<file path="config.mk">
export PLATFORM = sky130hd
export DESIGN_NAME = mem_stage_lsu
export DESIGN_NICKNAME = d
export VERILOG_FILES = /design/src/rtl/mem_stage_pkg.sv /design/src/rtl/lsu_align.sv /design/src/rtl/mem_stage_lsu.sv
export SDC_FILE = /design/constraint.sdc
export NUM_CORES = 1
export LEC_CHECK = 0
export ABC_CLOCK_PERIOD_IN_PS = 1900
export BUFFER_PORTS_ARGS = -buffer_cell sky130_fd_sc_hd__buf_4
export CAP_MARGIN = 20
export CORE_MARGIN = 2
export CORE_UTILIZATION = 40
export DETAILED_ROUTE_END_ITERATION = 10
export PLACE_DENSITY = 0.67
export SLEW_MARGIN = 10
export SYNTH_ARGS = -nofsm -noshare
export SYNTH_HDL_FRONTEND = slang
export SYNTH_SLANG_ARGS = --single-unit
</file>
<file path="constraint.sdc">
create_clock -name clk -period 1.9 [get_ports clk]
set_clock_uncertainty 0.05 [all_clocks]
set_input_delay 0.19 -clock clk [delete_from_list [all_inputs] [get_ports clk]]
set_output_delay 0.19 -clock clk [all_outputs]
set_load 0.01 [all_outputs]
</file>
<file path="src/rtl/mem_stage_pkg.sv">
// mem_stage_pkg: shared state encoding, access-size codes and the timeout
// counter width helper for the MEM-stage load/store unit.
package mem_stage_pkg;

   // Two-state access FSM, kept as plain constants so older tools can read it.
   typedef logic [0:0] lsu_state_t;
   localparam lsu_state_t IDLE   = 1'b0;
   localparam lsu_state_t ACCESS = 1'b1;

   // Access size codes used when sub-word accesses are enabled.
   localparam logic [1:0] SIZE_BYTE = 2'b00;
   localparam logic [1:0] SIZE_HALF = 2'b01;
   localparam logic [1:0] SIZE_WORD = 2'b10;

   // Bits needed to count 0..timeout-1 ACCESS cycles.
   function automatic int timeout_cnt_w(input int timeout);
      return (timeout <= 2) ? 1 : $clog2(timeout);
   endfunction

endpackage

</file>
<file path="src/rtl/lsu_align.sv">
// lsu_align: sub-word helper for the load/store unit. Builds byte enables,
// checks alignment by access size, replicates store data into every lane and
// extracts/extends the addressed lane of load data. Assumes 32-bit data.
module lsu_align
   import mem_stage_pkg::*;
#(
   parameter int DATA_W = 32
) (
   input  logic [1:0]        req_size,
   input  logic [1:0]        req_addr_lo,
   input  logic [DATA_W-1:0] req_wdata,
   output logic              aligned,
   output logic [3:0]        be,
   output logic [DATA_W-1:0] wdata_lanes,
   input  logic [1:0]        ld_size,
   input  logic              ld_sign,
   input  logic [1:0]        ld_addr_lo,
   input  logic [DATA_W-1:0] rdata,
   output logic [DATA_W-1:0] rdata_ext
);

   logic [DATA_W-1:0] shifted;

   assign shifted = rdata >> {ld_addr_lo, 3'b000};

   // Request side: alignment, byte enables and lane-replicated store data.
   always_comb begin
      // NOTE: every output gets a default first so no path can infer a latch.
      aligned     = 1'b1;
      be          = 4'hF;
      wdata_lanes = req_wdata;
      case (req_size)
         SIZE_BYTE: begin
            be          = 4'b0001 << req_addr_lo;
            wdata_lanes = {(DATA_W/8){req_wdata[7:0]}};
         end
         SIZE_HALF: begin
            aligned     = ~req_addr_lo[0];
            be          = req_addr_lo[1] ? 4'b1100 : 4'b0011;
            wdata_lanes = {(DATA_W/16){req_wdata[15:0]}};
         end
         default: aligned = (req_addr_lo == 2'b00);
      endcase
   end

   // Load side: pick the addressed lane and sign- or zero-extend it.
   always_comb begin
      rdata_ext = rdata;
      case (ld_size)
         SIZE_BYTE: rdata_ext = {{(DATA_W-8){ld_sign & shifted[7]}}, shifted[7:0]};
         SIZE_HALF: rdata_ext = {{(DATA_W-16){ld_sign & shifted[15]}}, shifted[15:0]};
         default:   rdata_ext = rdata;
      endcase
   end

endmodule

</file>
<file path="src/rtl/mem_stage_lsu.sv">
// mem_stage_lsu: MEM stage of the pipelined datapath. Runs loads/stores over a
// req/ack data-memory port, resolves the branch (PCSrc), stalls upstream while
// an access is outstanding and owns the MEM/WB register.
// Optional feature: define LSU_SUBWORD_EN for byte/half accesses (mem_size,
// mem_sign, mem_be); without it every access is a full aligned word.
module mem_stage_lsu
   import mem_stage_pkg::*;
#(
   parameter int DATA_W     = 32,
   parameter int REG_ADDR_W = 5,
   parameter int TIMEOUT    = 16
) (
   input  logic                  clk,
   input  logic                  rst,
   input  logic                  in_valid,
   input  logic                  RegWrite,
   input  logic                  MemToReg,
   input  logic                  MemRead,
   input  logic                  MemWrite,
   input  logic                  Branch,
   input  logic                  Zero,
   input  logic [DATA_W-1:0]     ALUResult,
   input  logic [DATA_W-1:0]     WriteMemData,
   input  logic [REG_ADDR_W-1:0] WriteReg,
`ifdef LSU_SUBWORD_EN
   input  logic [1:0]            mem_size,
   input  logic                  mem_sign,
   output logic [3:0]            mem_be,
`endif
   output logic                  PCSrc,
   output logic                  stall,
   output logic                  mem_req,
   output logic                  mem_we,
   output logic [DATA_W-1:0]     mem_addr,
   output logic [DATA_W-1:0]     mem_wdata,
   input  logic                  mem_ack,
   input  logic [DATA_W-1:0]     mem_rdata,
   output logic                  mem_err,
   output logic                  wb_valid,
   output logic                  wb_RegWrite,
   output logic                  wb_MemToReg,
   output logic [DATA_W-1:0]     wb_ReadData,
   output logic [DATA_W-1:0]     wb_ALUResult,
   output logic [REG_ADDR_W-1:0] wb_WriteReg
);

   localparam int               CNT_W    = timeout_cnt_w(TIMEOUT);
   localparam logic [CNT_W-1:0] CNT_LAST = CNT_W'(TIMEOUT - 1);

   lsu_state_t            state;
   logic [CNT_W-1:0]      cnt;
   logic                  lat_reg_write;
   logic                  lat_mem_to_reg;
   logic                  lat_store;
   logic [DATA_W-1:0]     lat_alu_result;
   logic [REG_ADDR_W-1:0] lat_write_reg;

   logic                  mem_op;
   logic                  aligned;
   logic                  in_access;
   logic                  start;
   logic                  misaligned;
   logic                  timeout_hit;
   logic [DATA_W-1:0]     store_data;
   logic [DATA_W-1:0]     load_data;

`ifdef LSU_SUBWORD_EN
   logic [1:0] lat_size;
   logic [1:0] lat_addr_lo;
   logic       lat_sign;
   logic [3:0] be_next;

   lsu_align #(.DATA_W(DATA_W)) u_align (
      .req_size    (mem_size),
      .req_addr_lo (ALUResult[1:0]),
      .req_wdata   (WriteMemData),
      .aligned     (aligned),
      .be          (be_next),
      .wdata_lanes (store_data),
      .ld_size     (lat_size),
      .ld_sign     (lat_sign),
      .ld_addr_lo  (lat_addr_lo),
      .rdata       (mem_rdata),
      .rdata_ext   (load_data)
   );
`else
   assign aligned    = (ALUResult[1:0] == 2'b00);
   assign store_data = WriteMemData;
   assign load_data  = mem_rdata;
`endif

   assign mem_op      = in_valid & (MemRead | MemWrite);
   assign in_access   = (state == ACCESS);
   assign start       = ~in_access & mem_op & aligned;
   assign misaligned  = ~in_access & mem_op & ~aligned;
   // An ack arriving on the last allowed cycle takes priority over the timeout.
   assign timeout_hit = in_access & ~mem_ack & (cnt == CNT_LAST);
   assign stall       = start | (in_access & ~mem_ack);
   assign PCSrc       = Branch & Zero & in_valid;

   // Access FSM, memory port registers and the MEM/WB pipeline register.
   always_ff @(posedge clk) begin
      if (rst) begin
         // NOTE: the latched-op registers are reset too, so a reset in ACCESS
         // leaves no stale operation behind.
         state          <= IDLE;
         cnt            <= '0;
         mem_req        <= 1'b0;
         mem_we         <= 1'b0;
         mem_addr       <= '0;
         mem_wdata      <= '0;
         mem_err        <= 1'b0;
         wb_valid       <= 1'b0;
         wb_RegWrite    <= 1'b0;
         wb_MemToReg    <= 1'b0;
         wb_ReadData    <= '0;
         wb_ALUResult   <= '0;
         wb_WriteReg    <= '0;
         lat_reg_write  <= 1'b0;
         lat_mem_to_reg <= 1'b0;
         lat_store      <= 1'b0;
         lat_alu_result <= '0;
         lat_write_reg  <= '0;
`ifdef LSU_SUBWORD_EN
         mem_be         <= '0;
         lat_size       <= '0;
         lat_addr_lo    <= '0;
         lat_sign       <= 1'b0;
`endif
      end else if (!in_access) begin
         if (start) begin
            // NOTE: non-blocking assignments keep every register sampling the
            // pre-edge values, independent of statement order.
            state          <= ACCESS;
            cnt            <= '0;
            mem_req        <= 1'b1;
            mem_we         <= MemWrite;
            mem_addr       <= {ALUResult[DATA_W-1:2], 2'b00};
            mem_wdata      <= store_data;
            wb_valid       <= 1'b0;
            lat_reg_write  <= RegWrite;
            lat_mem_to_reg <= MemToReg;
            lat_store      <= MemWrite;
            lat_alu_result <= ALUResult;
            lat_write_reg  <= WriteReg;
`ifdef LSU_SUBWORD_EN
            mem_be         <= be_next;
            lat_size       <= mem_size;
            lat_addr_lo    <= ALUResult[1:0];
            lat_sign       <= mem_sign;
`endif
         end else if (misaligned) begin
            mem_err     <= 1'b1;
            wb_valid    <= 1'b0;
            wb_RegWrite <= 1'b0;
         end else begin
            wb_valid     <= in_valid;
            wb_RegWrite  <= RegWrite;
            wb_MemToReg  <= MemToReg;
            wb_ReadData  <= '0;
            wb_ALUResult <= ALUResult;
            wb_WriteReg  <= WriteReg;
         end
      end else begin
         cnt <= cnt + 1'b1;
         if (mem_ack || timeout_hit) begin
            state        <= IDLE;
            mem_req      <= 1'b0;
            mem_we       <= 1'b0;
            wb_valid     <= 1'b1;
            wb_MemToReg  <= lat_mem_to_reg;
            wb_ALUResult <= lat_alu_result;
            wb_WriteReg  <= lat_write_reg;
            if (mem_ack) begin
               wb_RegWrite <= lat_reg_write;
               wb_ReadData <= lat_store ? '0 : load_data;
            end else begin
               mem_err     <= 1'b1;
               wb_RegWrite <= 1'b0;
               wb_ReadData <= '0;
            end
         end else begin
            wb_valid <= 1'b0;
         end
      end
   end

endmodule

</file>
==> metrics.yaml <==
sta:
  tightestPinTransition_ps: 645
  max_clock_freq_ghz: 0.546
  maxSlewHeadroom: 0.570
  maxSlewViolCount: 0
  fin_ws_ps: 68.7
  fin_crit_ps: 1830
  whs_ps: 55.7
  finalCritPeriodShare: 0.964
  setup_viol: 0
  finalHoldViolCount: 0
final_layout:
  fillers: 1442
  layout_common_cells: "264 x buf_4, 151 x dfxtp_1, 101 x dlygate4sd3_1"
  area_growth_pct: 49.5
  instances_no_fill: 1196
  antenna_cells: 0
  nets: 1070
  post_route_cells_drive_above_1_share: 0.334
  seqCellArea_sq_um: 3050
  utilization: 0.606
  final_common_cell: "buf_4"
  multiInputGateArea_sq_um: 3130
power:
  peakVddDrop_mv: 0.653
  fin_total_pwr_mw: 8.44
  leakagePower_nw: 4.40
  power.density_nw_per_um2: 814
clocking:
  clockBufferDepth: 2
  clock-sinks: 152
  cts_tree: "yes"
  clk_pin_slew_ps: 60
  cts-root-buf: "clkbuf_16"
  cts_buffers: 17
  h-tree-depth: 4
  clk_latency_ps: 420
global_route:
  grt_pass1_wl_mm: 35.1
  antenna_found_initial: 0
  grt.overflow.total: 0
  grtUsageTotal: 0.239
  grt_max_degree: 72
  grt_pass1_vias: 6634
route:
  vias_per_cell: 5.71
  vias: 6835
  remaining_drc_errors: 0
  ant_nets: 0
  wl_per_cell_um: 19.0
  dr.first_iter.drc_count: 360
  dr.pass1.iters: 5
  drt-total-wl_mm: 22.7
setup_path:
  cp-start-kind: "register"
  path_class: "register to register"
  cp_max_fo: 27
  startpoint: "cnt[0]"
  crit_path_end_kind: "register"
  r2r-start: "cnt[0]"
  crit_arrival_ps: 2150
  crit_required_ps: 2220
place:
  io_buffers: 249
  place_inst: 1063
  dp_hpwl_mm: 13.6
  place_congestion: 0.740
  post-place-ws_ps: 2.71
floorplan:
  die_w_um: 136
  row_count: 48
  die_area_sq_um: 18400
  num_io_pins: 252
  core-area_sq_um: 17100
  die_h_um: 136
  start_util: 0.405
job:
  maxCapViolCount: 0
logic_synthesis:
  syn-instance-count: 690
  netlist_area_sq_um: 6940
  synth-seq-cells: 152
  avgSynthCellArea_sq_um: 10.1
  seq_area_frac_synth: 0.439
  yosysWarnings: 0
  ys_types: 44
run_status:
  status: "finished clean"
worst_hold_path:
  hold_start: "rst"
  hold_path_class: "input pin to register"
==> worst paths after layout <==
path	cells past startpoint	endpoint	slack, ps
worst min-delay path	2	lat_alu_result[19]	60
worst max register to register	5	mem_we	70
worst max-delay path	5	mem_we	70
worst min register to register	2	mem_wdata[3]	420
==> worst max-delay path, stage by stage (launching register included) <==
cell and delay, ps:
dfxtp_1 310, ha_1 210, and3_2 240, buf_6 200, o21ai_0 510, a41o_1 250
==> metrics by stage <==
step                setup TNS (ps)  area, sq um
floorplan                        0         6940
global placement              -346         8660
detailed placement               0         8680
CTS                              0        10300
global route                 -9.47        10400
finish                           0        10400
==> synth_stat cells, drive strengths merged <==
library cell / count / area share
nor2b: 1 / 0.00090
nor2: 2 / 0.0014
nand3: 4 / 0.0029
o2bb2ai: 1 / 0.0013
o21ai: 2 / 0.0014
o31ai: 71 / 0.078
clkbuf: 37 / 0.020
ha: 1 / 0.0018
o22ai: 2 / 0.0027
dfxtp: 152 / 0.44
a21oi: 74 / 0.053
o311ai: 1 / 0.0013
a32o: 33 / 0.048
a31oi: 1 / 0.00090
nor3: 1 / 0.00072
o221ai: 38 / 0.048
nand4: 69 / 0.062
and4: 1 / 0.0013
a311oi: 2 / 0.0025
and3: 4 / 0.0036
and2: 1 / 0.00090
nor4b: 1 / 0.0034
and2b: 1 / 0.0013
inv: 2 / 0.0011
a2bb2oi: 1 / 0.0038
buf: 94 / 0.092
o211a: 39 / 0.056
or2: 2 / 0.0018
nand2: 5 / 0.0027
a41oi: 1 / 0.0013
a41o: 1 / 0.0014
nand2b: 5 / 0.0056
o32ai: 1 / 0.0023
conb: 1 / 0.00054
mux2i: 38 / 0.055
==> repair_timing <==
| action | in CTS | in global routing |
|---|---|---|
| endpoints found under the hold margin | 101 | 0 |
| cloned | 0 | 0 |
| resized for setup | 4 | 5 |
| hold buffers | 101 | 0 |
| setup endpoints to repair | 2 | 52 |
| setup buffers | 0 | 0 |
==> metal layers <==
| metal | vias to the layer above | share of wire | GRT usage |
|---|---|---|---|
| met1 | 3306 | 0.43 | 0.309 |
| met3 | 34 | 0.062 | 0.0591 |
| met2 | 258 | 0.48 | 0.386 |
| met4 | 0 | 0.022 | 0.0880 |
| met5 | - | 0 | 0 |
| li1 | 3237 | - | - |
==> logic make-up (layout without fill, tap and decap cells) <==
logic type | Yosys count | count (layout) | share of synthesized area
other | 1 | 2 | 0.000541
buffers and inverters | 133 | 413 | 0.113
AND/OR/NAND/NOR | 97 | 97 | 0.0888
multiplexers | 38 | 38 | 0.0548
flip-flops | 152 | 152 | 0.439
adder cells (fa/ha/maj) | 1 | 1 | 0.00180
AO/OA/AOI/OAI | 268 | 268 | 0.302
==> area by class of cell <==
class / instances / share of cell area
inverters: 2 / 0.000724
clock buffers: 20 / 0.0431
flip-flops and latches: 152 / 0.294
clock inverters: 12 / 0.0189
repair buffers: 379 / 0.314
multi-input cells: 406 / 0.302
well taps: 225 / 0.0272
==> power breakdown <==
part	switching (mW)	total, mW	internal (mW)	leakage, nW
combinational	0.648	1.32	0.669	2.85
sequential	0.0774	3.39	3.32	1.24
clock	1.36	3.72	2.37	0.319
total	2.08	8.44	6.35	4.40
(Power assumes the default switching activity.)
